===== config.mk =====
export PLATFORM = sky130hd
export DESIGN_NAME = tboom_freelist_mc
export DESIGN_NICKNAME = d
export VERILOG_FILES = /design/src/rtl/tboom_freelist_mc.sv
export SDC_FILE = /design/constraint.sdc
export NUM_CORES = 1
export LEC_CHECK = 0
export ABC_CLOCK_PERIOD_IN_PS = 4300
export CAP_MARGIN = 15
export CORE_MARGIN = 1.5
export CORE_UTILIZATION = 55
export DETAILED_ROUTE_END_ITERATION = 12
export PLACE_DENSITY = 0.71
export SYNTH_ARGS = -nofsm -noshare
export SYNTH_HDL_FRONTEND = slang
export SYNTH_SLANG_ARGS = --single-unit

===== constraint.sdc =====
create_clock -name clk -period 4.3 [get_ports clk]
set_input_delay 0.43 -clock clk [delete_from_list [all_inputs] [get_ports clk]]
set_output_delay 0.43 -clock clk [all_outputs]
set_load 0.1 [all_outputs]

===== src/rtl/tboom_freelist_mc.sv =====
// ---------------------------------------------------------------------------
// tboom_freelist_mc
//
// Physical-register freelist for the TinyBOOM rename stage. A circular RAM
// holds the free physical registers. Three pointers index into it:
//   spec_head   : next entry handed to rename (speculative)
//   commit_head : spec_head as it would be if only committed work had allocated
//   tail        : next slot where committed stale registers are returned
// Each pointer carries one extra wrap bit, so tail - spec_head is the free count.
// Up to NUM_CKPT branch checkpoints store a copy of spec_head. A mispredict
// restores spec_head from one slot. An exception restores it to commit_head.
//
// Ports
//   clk, rst_n          : rising-edge clock, asynchronous active-low reset
//   alloc_req_valid     : per-lane allocation request
//   alloc_pdst_valid    : per-lane grant (combinational from registered state)
//   alloc_pdst          : granted register, lane k in [k*W +: W]
//   commit_valid        : per-lane commit of a destination-writing instruction
//   commit_pdst_old     : stale register to return, lane k in [k*W +: W]
//   ckpt_valid/ckpt_id  : capture post-grant spec_head into a slot
//   ckpt_release_*      : branch resolved correct, invalidate the slot
//   flush_valid/flush_id: mispredict, restore spec_head from a valid slot
//   flush_all           : exception, restore spec_head to the committed head
//   freelist_count      : free entries
//   freelist_empty      : count == 0
//   freelist_low        : count < ALLOC_WIDTH
// ---------------------------------------------------------------------------
module tboom_freelist_mc #(
    parameter int REG_PHYS_ADDR_WIDTH = 6,
    parameter int NUM_PHYS_REGISTERS  = 64,
    parameter int NUM_ARCH_REGISTERS  = 32,
    parameter int ALLOC_WIDTH         = 2,
    parameter int COMMIT_WIDTH        = 2,
    parameter int NUM_CKPT            = 4,
    localparam int CKPT_ID_WIDTH      = (NUM_CKPT > 1) ? $clog2(NUM_CKPT) : 1,
    localparam int DEPTH              = NUM_PHYS_REGISTERS - NUM_ARCH_REGISTERS,
    localparam int PTR_W              = $clog2(DEPTH) + 1
) (
    input  logic                                     clk,
    input  logic                                     rst_n,
    input  logic [ALLOC_WIDTH-1:0]                   alloc_req_valid,
    output logic [ALLOC_WIDTH-1:0]                   alloc_pdst_valid,
    output logic [ALLOC_WIDTH*REG_PHYS_ADDR_WIDTH-1:0]  alloc_pdst,
    input  logic [COMMIT_WIDTH-1:0]                  commit_valid,
    input  logic [COMMIT_WIDTH*REG_PHYS_ADDR_WIDTH-1:0] commit_pdst_old,
    input  logic                                     ckpt_valid,
    input  logic [CKPT_ID_WIDTH-1:0]                 ckpt_id,
    input  logic                                     ckpt_release_valid,
    input  logic [CKPT_ID_WIDTH-1:0]                 ckpt_release_id,
    input  logic                                     flush_valid,
    input  logic [CKPT_ID_WIDTH-1:0]                 flush_id,
    input  logic                                     flush_all,
    output logic [PTR_W-1:0]                         freelist_count,
    output logic                                     freelist_empty,
    output logic                                     freelist_low
);

    localparam int                IDX_W     = $clog2(DEPTH);
    localparam logic [PTR_W-1:0]  DEPTH_PTR = PTR_W'(DEPTH);
    localparam logic [PTR_W-1:0]  LOW_MARK  = PTR_W'(ALLOC_WIDTH);

    // The wrap-bit pointer scheme needs DEPTH to be a power of two.
    if ((DEPTH <= 0) || ((DEPTH & (DEPTH - 1)) != 0)) begin : g_depth_check
        $error("tboom_freelist_mc: NUM_PHYS_REGISTERS - NUM_ARCH_REGISTERS must be a power of two");
    end

    // ------------------------------------------------------------------
    // State
    // ------------------------------------------------------------------
    logic [REG_PHYS_ADDR_WIDTH-1:0] r_ram [DEPTH];
    logic [PTR_W-1:0]               r_spec_head;
    logic [PTR_W-1:0]               r_commit_head;
    logic [PTR_W-1:0]               r_tail;
    logic [PTR_W-1:0]               r_slot_head  [NUM_CKPT];
    logic                           r_slot_valid [NUM_CKPT];

    // ------------------------------------------------------------------
    // Combinational decode
    // ------------------------------------------------------------------
    logic [PTR_W-1:0] w_count;
    logic             w_flush_ckpt;
    logic             w_any_flush;
    logic [PTR_W-1:0] w_req_acc;
    logic [PTR_W-1:0] w_grant_cnt;
    logic [IDX_W-1:0] w_alloc_idx  [ALLOC_WIDTH];
    logic [PTR_W-1:0] w_commit_cnt;
    logic [IDX_W-1:0] w_commit_idx [COMMIT_WIDTH];
    logic [PTR_W-1:0] w_spec_after_alloc;

    assign w_count = r_tail - r_spec_head;

    // A mispredict naming an invalid slot has no effect at all.
    assign w_flush_ckpt = flush_valid && r_slot_valid[flush_id];
    assign w_any_flush  = flush_all || w_flush_ckpt;

    // Allocation lanes are compacted: lane k reads the entry offset by the
    // number of requesting lanes below it. Because ranks are dense, the
    // granted lanes always form the lowest min(requests, count) requesters.
    always_comb begin
        w_req_acc        = '0;
        w_grant_cnt      = '0;
        alloc_pdst_valid = '0;
        for (int k = 0; k < ALLOC_WIDTH; k++) begin
            w_alloc_idx[k] = IDX_W'(r_spec_head + w_req_acc);
            if (alloc_req_valid[k] && (w_req_acc < w_count) && !w_any_flush) begin
                alloc_pdst_valid[k] = 1'b1;
                w_grant_cnt         = w_grant_cnt + PTR_W'(1);
            end
            w_req_acc = w_req_acc + PTR_W'(alloc_req_valid[k]);
        end
    end

    for (genvar gi = 0; gi < ALLOC_WIDTH; gi++) begin : g_alloc_lane
        assign alloc_pdst[gi*REG_PHYS_ADDR_WIDTH +: REG_PHYS_ADDR_WIDTH] = r_ram[w_alloc_idx[gi]];
    end

    // Commit lanes are compacted at the tail in lane order.
    always_comb begin
        w_commit_cnt = '0;
        for (int j = 0; j < COMMIT_WIDTH; j++) begin
            w_commit_idx[j] = IDX_W'(r_tail + w_commit_cnt);
            w_commit_cnt    = w_commit_cnt + PTR_W'(commit_valid[j]);
        end
    end

    assign w_spec_after_alloc = r_spec_head + w_grant_cnt;

    assign freelist_count = w_count;
    assign freelist_empty = (w_count == '0);
    assign freelist_low   = (w_count < LOW_MARK);

    // ------------------------------------------------------------------
    // Freelist RAM: reset image p(NUM_ARCH)..p(NUM_PHYS-1); commits write
    // at the tail. Writes become readable next cycle (no bypass).
    // ------------------------------------------------------------------
    always_ff @(posedge clk or negedge rst_n) begin
        if (!rst_n) begin
            for (int i = 0; i < DEPTH; i++) begin
                r_ram[i] <= REG_PHYS_ADDR_WIDTH'(NUM_ARCH_REGISTERS + i);
            end
        end else begin
            for (int j = 0; j < COMMIT_WIDTH; j++) begin
                if (commit_valid[j]) begin
                    r_ram[w_commit_idx[j]] <= commit_pdst_old[j*REG_PHYS_ADDR_WIDTH +: REG_PHYS_ADDR_WIDTH];
                end
            end
        end
    end

    // ------------------------------------------------------------------
    // Pointers. Commits are applied every cycle, flush or not.
    // ------------------------------------------------------------------
    always_ff @(posedge clk or negedge rst_n) begin
        if (!rst_n) begin
            r_spec_head   <= '0;
            r_commit_head <= '0;
            r_tail        <= DEPTH_PTR;   // full: wrap bit set, index 0
        end else begin
            r_tail        <= r_tail + w_commit_cnt;
            r_commit_head <= r_commit_head + w_commit_cnt;
            if (flush_all) begin
                // Includes this cycle's commits so the restored head matches
                // the committed allocation point after the edge.
                r_spec_head <= r_commit_head + w_commit_cnt;
            end else if (w_flush_ckpt) begin
                r_spec_head <= r_slot_head[flush_id];
            end else begin
                r_spec_head <= w_spec_after_alloc;
            end
        end
    end

    // ------------------------------------------------------------------
    // Checkpoint slots. Capture beats a same-cycle release of the same id;
    // any flush suppresses capture. A mispredict only invalidates its own
    // slot; younger tags are released by the caller.
    // ------------------------------------------------------------------
    always_ff @(posedge clk or negedge rst_n) begin
        if (!rst_n) begin
            for (int s = 0; s < NUM_CKPT; s++) begin
                r_slot_valid[s] <= 1'b0;
                r_slot_head[s]  <= '0;
            end
        end else begin
            for (int s = 0; s < NUM_CKPT; s++) begin
                if (flush_all) begin
                    r_slot_valid[s] <= 1'b0;
                end else if (w_flush_ckpt && (flush_id == CKPT_ID_WIDTH'(s))) begin
                    r_slot_valid[s] <= 1'b0;
                end else if (!w_any_flush && ckpt_valid && (ckpt_id == CKPT_ID_WIDTH'(s))) begin
                    r_slot_valid[s] <= 1'b1;
                    r_slot_head[s]  <= w_spec_after_alloc;
                end else if (ckpt_release_valid && (ckpt_release_id == CKPT_ID_WIDTH'(s))) begin
                    r_slot_valid[s] <= 1'b0;
                end
            end
        end
    end

    // The freelist can never hold more entries than it has slots.
    a_count_bound: assert property (@(posedge clk) disable iff (!rst_n) w_count <= DEPTH_PTR);

endmodule


==> results of run 1 <==
==> cell usage after synthesis (3+ instances only) <==
master	instances
a211oi_1	14
inv_1	19
and2_1	11
o211ai_1	4
dfstp_2	113
buf_2	19
nor3_1	30
a21o_1	4
mux2i_1	156
nand2b_1	7
nor3b_1	3
a21oi_1	83
nand2_1	97
dfrtp_1	125
and3b_1	4
nor2_2	4
nand3b_1	7
or2_2	3
nor2_1	130
nand3_1	33
and3_1	4
xor2_1	6
o21ai_0	31
mux4_2	85
xnor2_1	13
a22oi_1	18
o22ai_1	8
nor2b_1	4
mux2_2	219
fa_1	4
clkbuf_1	67
ha_1	17
buf_4	3
buf_1	8
==> final timing paths <==
check / cells after the start / endpoint / slack [ns] / startpoint
max: 9 / alloc_pdst[6] / 0.19 / r_spec_head[1]
min: 1 / r_slot_head[18] / -0.05 / rst_n
max reg2reg: 15 / r_spec_head[2] / 0.32 / r_tail[0]
min reg2reg: 1 / r_commit_head[5] / 0.47 / r_commit_head[5]
max in group asynchronous: 2 / r_ram[22] / 3.36 / rst_n
min in group clk: 1 / r_commit_head[5] / 0.47 / r_commit_head[5]
==> state kept, by name, indices dropped and copies added (netlist names) <==
name,flops
r_ram,192
r_slot_head,24
r_commit_head,6
r_spec_head,6
r_tail,6
r_slot_valid,4
==> layout make-up <==
cell class                      count  share of cell area
Timing Repair Buffer               99              0.0574
Tap cell                          378              0.0264
Multi-Input combinational cell   1025               0.516
Clock inverter                     10              0.0114
Clock buffer                       39              0.0441
Inverter                           21             0.00460
Sequential cell                   238               0.340
==> worst register-to-register path, cell delays in order (launching register included) <==
cell	delay [ns]
dfrtp_1	0.45
inv_2	0.11
ha_4	0.17
fa_1	0.45
nand2b_1	0.19
a21oi_1	0.32
xor2_4	0.13
nor4_4	0.42
a21oi_2	0.18
ha_4	0.31
ha_4	0.12
inv_2	0.04
fa_2	0.36
xnor2_1	0.36
mux2i_1	0.13
o21ai_0	0.16
==> repair_timing <==
| item | 4_1_cts | 5_1_grt |
|---|---|---|
| gates resized for setup | 0 | 1 |
| hold endpoints to repair | 0 | 0 |
| setup endpoints to repair | 0 | 1 |
==> per-stage QoR <==
step | util | cell area [um2]
6_report | 0.644 | 17900
5_1_grt | 0.644 | 17900
4_1_cts | 0.644 | 17900
3_5_place_dp | 0.608 | 16900
3_3_place_gp | 0.607 | 16900
2_1_floorplan | - | 15800
==> routing by layer <==
| metal | share of wire | track usage | vias up |
|---|---|---|---|
| li1 | - | - | 5144 |
| met5 | 0 | 0 | - |
| met2 | 0.47 | 0.515 | 545 |
| met1 | 0.42 | 0.453 | 5906 |
| met4 | 0.038 | 0.110 | 0 |
| met3 | 0.074 | 0.0460 | 116 |
==> placed cells by master (no fill, tap or decap), drive strengths merged, types with 39 or more instances in the layout <==
cell | synthesis | layout
mux2 | 219 | 219
mux2i | 156 | 156
nor2 | 134 | 134
dfrtp | 125 | 125
dfstp | 113 | 113
nand2 | 97 | 97
mux4 | 85 | 85
a21oi | 83 | 83
buf | 32 | 72
clkbuf | 67 | 39
==> logic make-up (layout without fill, tap and decap cells) <==
family,after synthesis,in the layout,share of synthesized area
AND/OR/NAND/NOR,344,344,0.0986
XOR/XNOR,19,19,0.0106
adder cells (fa/ha/maj),21,21,0.0187
flip-flops,238,238,0.390
buffers and inverters,120,169,0.0320
AO/OA/AOI/OAI,181,181,0.0695
multiplexers,460,460,0.380
==> results.json, run 1 <==
{
  "ys.flop_type": "dfrtp_1",
  "grt_remaining_overflow": 0,
  "finalHoldViolCount": 18,
  "timing_max_transition_violations_final": 0,
  "finalNonFillerCells": 1810,
  "worstSetupPathType": "reg2out",
  "critical-path-slowest-cell": "dfrtp_1",
  "drt_wl_total_mm": 46.0,
  "fp.dieW_um": 172,
  "clock_latency_ns": 0.55,
  "timing.critical_path.buf_inv": 3,
  "holdBufCountCts": 0,
  "clock_sinks": 238,
  "post_synth_top_area_cell": "dfrtp_1",
  "dieHeight_um": 172,
  "grt_pass1_wl_mm": 71.3,
  "dp_slack_ns": 0.295,
  "crit_path_cell_trace": "buf_4 -> ha_2 -> xor2_2 -> buf_4 -> nor2_1 -> nor2_1 -> o22ai_1 -> a211oi_2 -> buf_12",
  "drt_drc_violations_left": 0,
  "layout_worst_path_cycle_share": 0.955,
  "drt-initial-drc-count": 1332,
  "synth-edff-count": 0,
  "drt-pass1-iter-count": 5,
  "io_buffers": 49,
  "number_of_global_route_vias_before_repair": 11766,
  "critical_path_required_ns": 3.87,
  "worst_rel_slew_slack": 0.212,
  "layout_setup_ws_ns": 0.194,
  "tightestPinTransition_ns": 1.18,
  "grt_setup_unrepaired": "false",
  "top_level_ports": 50,
  "synth.yosys.warnings": 0,
  "outcome": "finished, violations left",
  "clk_path_buf_depth": 3,
  "failed_checks": "hold timing",
  "crit_family": "buffers and inverters",
  "clock-root-buffer": "clkbuf_16",
  "finalClockSkew_ns": 0.0149,
  "dpl.cell_count": 1761,
  "clock_tree.htree_level_count": 1,
  "syn_to_final_growth_pct": 14.8,
  "postSynth.asyncResetShare": 1.00,
  "netlist.area_leader.share": 0.200,
  "grt_start_max_net_pins": 119,
  "synthesis.nets": 1432,
  "clk_pin_slew_ns": 0.06,
  "core.rowCount": 61,
  "synth.area.top_cells": "dfrtp_1, dfstp_2, mux2_2",
  "critPathCaptureType": "output port",
  "layout.area.seq_um2": 6100,
  "grt_util_all_layers": 0.323,
  "fraction_of_final_layout_cells_sized_beyond_drive_strength_1": 0.406,
  "ys_ff_latch": 238,
  "synthCells": 1383,
  "cts_setup_buffers": 0,
  "fin_tns_setup_ns": 0,
  "setup_viol": 0,
  "grt_antenna_before_repair": 0,
  "ant_nets": 0,
  "avgViaCountPerCell": 6.47,
  "finish.net_count": 1461,
  "timing.hold.ws_ns": -0.0536,
  "critical_path_peak_fanout": 31,
  "synthDistinctLibCells": 57,
  "max_cap_viol_count": 0,
  "die-area_um2": 29400,
  "synth-seq-area-share": 0.390,
  "timing.critical_path.arrival_ns": 3.68,
  "cts_inserted_buffers": 27,
  "tritoncts": "built",
  "fp.coreArea_um2": 27900,
  "multi_input_comb_area_um2": 9260,
  "maxClockFrequency_ghz": 0.244,
  "place_congestion": 0.919,
  "crit_path_start_kind": "flip-flop",
  "fin_crit_ns": 4.11,
  "initial_core_utilization": 0.561,
  "post_synth_instance_area_um2": 15600,
  "diodes": 0,
  "avgSynthCellArea_um2": 11.3,
  "detailed_place_hpwl_mm": 31.2,
  "critical-path-max-stage-delay_ns": 0.48,
  "hold_class": "in2async",
  "count_of_fill_cells_added_during_filler_insertion": 2151,
  "vias": 11711,
  "wire_per_inst_um": 25.4
}
Power of run 1 is not shown: default switching activity piles up to over one toggle a cycle in this logic, so the estimate is an artifact.
==> inputs of run 2 (changes only) <==
PLACE_DENSITY = 0.81   (was 0.71)
==> results.json, run 2 (same netlist as run 1, synthesis figures left out) <==
{
  "critical-path-max-stage-delay_ns": 0.48,
  "finalHoldViolCount": 0,
  "critical_path_peak_fanout": 26,
  "outcome": "finished, final reports clean",
  "clock_sinks": 238,
  "grt_start_max_net_pins": 123,
  "worstSetupPathDepth": 10,
  "core.rowCount": 61,
  "vias": 11994,
  "crit_family": "buffers and inverters",
  "dieHeight_um": 172,
  "critPathCaptureType": "output port",
  "cts_resized": 0,
  "crit_path_cell_trace": "buf_4 -> ha_4 -> ha_2 -> buf_4 -> mux4_2 -> nor2_1 -> nor2_1 -> o22ai_1 -> a211oi_2 -> buf_12",
  "dp_slack_ns": 0.291,
  "launch_point_of_the_worst_path": "r_spec_head[0]",
  "timing.critical_path.buf_inv": 3,
  "critical-path-slowest-cell": "dfrtp_4",
  "worstSetupPathType": "reg2out",
  "grt_util_all_layers": 0.315,
  "clock-root-buffer": "clkbuf_16",
  "drt-pass1-iter-count": 8,
  "initial_core_utilization": 0.561,
  "layout.cell_area.non_filler_um2": 17800,
  "maxClockFrequency_ghz": 0.239,
  "max_cap_viol_count": 0,
  "layout.area.seq_um2": 6100,
  "layout_setup_ws_ns": 0.121,
  "count_of_fill_cells_added_during_filler_insertion": 2075,
  "critical_path_required_ns": 3.87,
  "finalNonFillerCells": 1805,
  "number_of_global_route_vias_before_repair": 12157,
  "critPathCapture": "alloc_pdst[8]",
  "worst_rel_slew_slack": 0.184,
  "placed_area_um2": 16800,
  "timing.hold.ws_ns": 0.420,
  "clk_path_buf_depth": 3,
  "number_of_flip_flops_in_the_largest_register": 192,
  "dpl.cell_count": 1751,
  "timing_max_transition_violations_final": 0,
  "avgViaCountPerCell": 6.64,
  "hold_class": "in2async",
  "drt_drc_violations_left": 0,
  "mostFrequentLayoutCell": "mux2_2",
  "grt_antenna_before_repair": 0,
  "cts_inserted_buffers": 28,
  "tritoncts": "built",
  "fp.coreArea_um2": 27900,
  "reg2reg_to": "r_spec_head[2]",
  "syn_to_final_growth_pct": 13.7,
  "multi_input_comb_area_um2": 9260,
  "grt_setup_unrepaired": "false",
  "drt_wl_total_mm": 44.9,
  "drt-initial-drc-count": 1359,
  "layout_top_registers": "r_ram: 192 flops, r_slot_head: 24 flops",
  "timing.critical_path.arrival_ns": 3.75,
  "clock_tree.htree_level_count": 1,
  "detailed_place_hpwl_mm": 30.9,
  "worstReg2RegStart": "r_tail[0]",
  "io_buffers": 49,
  "crit_path_start_kind": "flip-flop",
  "clock_latency_ns": 0.56,
  "grt_remaining_overflow": 0,
  "fp.dieW_um": 172,
  "worstRegToRegCells": 15,
  "ant_nets": 0,
  "die-area_um2": 29400,
  "clk_pin_slew_ns": 0.06,
  "fin_crit_ns": 4.18,
  "place_congestion": 0.939,
  "layout_worst_path_cycle_share": 0.972,
  "top_level_ports": 50,
  "final_cell_mix": "mux2_2, mux2i_1, nor2_1",
  "wire_per_inst_um": 24.9,
  "finish.net_count": 1454,
  "fraction_of_final_layout_cells_sized_beyond_drive_strength_1": 0.404,
  "finalClockSkew_ns": 0.0225,
  "diodes": 0,
  "tightestPinTransition_ns": 1.22,
  "regToRegSetupSlack_ns": 0.26,
  "grt_pass1_wl_mm": 70.2,
  "largest-register": "r_ram",
  "setup_viol": 0
}
## run 2: cell types whose count changed in the layout (fill, tap and decap cells not counted), sizes merged
cell,before,now
clkdlybuf4s50,27,21
clkbuf,39,43
buf,72,69
bufinv,6,3
clkinv,3,5
clkinvlp,1,2
dlygate4sd3,0,1
inv,21,20
## run 2: repair_timing
action / CTS / global route
setup buffers: 0 / 0
hold buffers: 1 / 0
endpoints found under the hold margin: 18 / 0
## run 2: worst min-delay path by stage
stage               start               end  slack (ns)  cells past startpoint
finish              rst_n        r_ram[109]        0.42                      2
global route        rst_n        r_ram[109]        0.47                      2
CTS                 rst_n        r_ram[138]        0.44                      2
detailed placement  rst_n        r_ram[115]        0.41                      1
global placement    rst_n        r_ram[109]        0.40                      1
floorplan           rst_n  r_commit_head[0]        0.13                      0
## run 2: stage by stage
step / setup TNS [ns] / utilization
6_report: 0 / 0.638
5_1_grt: 0 / 0.638
4_1_cts: 0 / 0.637
3_5_place_dp: 0 / 0.603
3_3_place_gp: 0 / 0.603
2_1_floorplan: -31.66 / -
## run 2: layout make-up
class | count | share of cell area
tap | 378 | 0.0266
clock inverter | 9 | 0.00690
multi-input combinational | 1025 | 0.521
timing repair buffer | 91 | 0.0514
inverter | 21 | 0.00465
clock buffer | 43 | 0.0461
sequential | 238 | 0.343
## run 2: metal layers
| layer | GRT usage | up-vias | routed length (um) |
|---|---|---|---|
| met1 | 0.416 | 6030 | 17700 |
| met3 | 0.0529 | 144 | 3950 |
| met2 | 0.513 | 681 | 21600 |
| met4 | 0.133 | 0 | 1730 |
| met5 | 0 | - | 0 |
| li1 | - | 5139 | - |
Power of run 2 is left out for the same reason.
==> inputs of run 3 (changes only) <==
CORE_ASPECT_RATIO = 1.1   (was not set)
==> results.json, run 3 (same netlist as run 1, synthesis figures left out) <==
{
  "fraction_of_final_layout_cells_sized_beyond_drive_strength_1": 0.405,
  "mostFrequentLayoutCell": "mux2_2",
  "die-area_um2": 29400,
  "place_congestion": 0.962,
  "number_of_flip_flops_in_the_largest_register": 192,
  "critical_path_peak_fanout": 32,
  "syn_to_final_growth_pct": 14.1,
  "vias": 11875,
  "layout_top_registers": "r_ram: 192 flops, r_slot_head: 24 flops",
  "detailed_place_hpwl_mm": 31.0,
  "finalClockSkew_ns": 0.0161,
  "critical-path-slowest-cell": "a21oi_1",
  "multi_input_comb_area_um2": 9260,
  "diodes": 0,
  "maxClockFrequency_ghz": 0.248,
  "wire_per_inst_um": 25.0,
  "clk_path_buf_depth": 3,
  "core.rowCount": 64,
  "finish.net_count": 1462,
  "grt_util_all_layers": 0.308,
  "hold_class": "reg2reg",
  "groute.layer.met3.usage": 0.0542,
  "tritoncts": "built",
  "drt-pass1-iter-count": 5,
  "outcome": "finished, final reports clean",
  "global_route.usage.met2": 0.505,
  "clock_tree.htree_level_count": 1,
  "worst_rel_slew_slack": 0.238,
  "fp.dieW_um": 164,
  "timing_max_transition_violations_final": 0,
  "layout_worst_path_cycle_share": 0.939,
  "critPathCaptureType": "output port",
  "grt_remaining_overflow": 0,
  "top_level_ports": 50,
  "final_cell_mix": "mux2_2, mux2i_1, nor2_1",
  "grt_start_max_net_pins": 110,
  "grt_pass1_wl_mm": 69.6,
  "finalHoldViolCount": 0,
  "worstSetupPathType": "reg2out",
  "count_of_fill_cells_added_during_filler_insertion": 2098,
  "grt_setup_unrepaired": "false",
  "tightestPinTransition_ns": 1.14,
  "initial_core_utilization": 0.561,
  "drt_drc_violations_left": 0,
  "clock_latency_ns": 0.56,
  "fin_crit_ns": 4.04,
  "clock_sinks": 238,
  "number_of_global_route_vias_before_repair": 12100,
  "timing.critical_path.arrival_ns": 3.61,
  "avgViaCountPerCell": 6.61,
  "grt-busiest-layer": "met2",
  "ant_nets": 0,
  "largest-register": "r_ram",
  "clk_pin_slew_ns": 0.06,
  "cts_setup_buffers": 0,
  "max_cap_viol_count": 0,
  "regToRegSetupSlack_ns": 0.31,
  "crit_path_cell_trace": "buf_4 -> ha_2 -> xor2_1 -> nor3_1 -> a21oi_1 -> o22ai_1 -> a211oi_2 -> buf_12",
  "fp.coreArea_um2": 27900,
  "crit_path_start_kind": "flip-flop",
  "critical-path-max-stage-delay_ns": 0.56,
  "drt-initial-drc-count": 1376,
  "cts_inserted_buffers": 27,
  "clock-root-buffer": "clkbuf_16",
  "postLayoutCoreUtil": 0.640,
  "setup_viol": 0,
  "grt_antenna_before_repair": 0,
  "layout_setup_ws_ns": 0.262,
  "io_buffers": 49,
  "layout.area.seq_um2": 6100,
  "dp_slack_ns": 0.259,
  "global_route.usage.met1": 0.397,
  "critical_path_required_ns": 3.87,
  "dieHeight_um": 180,
  "drt_wl_total_mm": 44.8
}
==> run 3: final cells by class <==
cell class                      count  share of cell area
Clock buffer                       38              0.0425
Clock inverter                     12             0.00905
Inverter                           21             0.00463
Multi-Input combinational cell   1025               0.520
Sequential cell                   238               0.342
Tap cell                          363              0.0255
Timing Repair Buffer              100              0.0567
==> run 3: per-layer routing <==
metal  up-vias  part of all wire
met5         -                 0
met4         0             0.049
met3       148             0.083
met2       668              0.48
met1      5909              0.38
li1       5150                 -
==> run 3: path summary, 6_finish.rpt <==
kind                                  start                to  depth (start not counted)
max in group asynchronous             rst_n        r_ram[175]                          3
hold reg to reg            r_commit_head[5]  r_commit_head[5]                          1
hold / removal             r_commit_head[5]  r_commit_head[5]                          1
setup reg to reg                  r_tail[0]    r_spec_head[1]                         15
setup / recovery             r_spec_head[1]     alloc_pdst[6]                          8
min in group asynchronous             rst_n        r_ram[172]                          2
==> run 3: metrics by stage <==
stage	hold WS, ns	instances	setup TNS (ns)	cell area, um2
finish	0.469	1797	0	17800
global route	0.486	1797	0	17800
CTS	0.473	1796	0	17800
detailed placement	0.461	1745	0	16900
global placement	0.453	1745	0	16900
floorplan	0.134	1383	-31.66	15800
==> run 3: what timing repair did <==
item                       CTS  global route
resized for setup            0             1
setup endpoints to repair    0             1
hold buffers                 1             0
hold endpoints to repair    10             0
==> run 3: critical path, delay by kind of cell, from the launching register on <==
kind            cells  cell delay [ns]
xor+xnor            1             0.21
simple gates        1             0.07
fa+ha+maj           1             0.37
flops               1             0.42
buf+inv             2             0.68
compound gates      3             1.28
Power of run 3 is left out for the same reason.
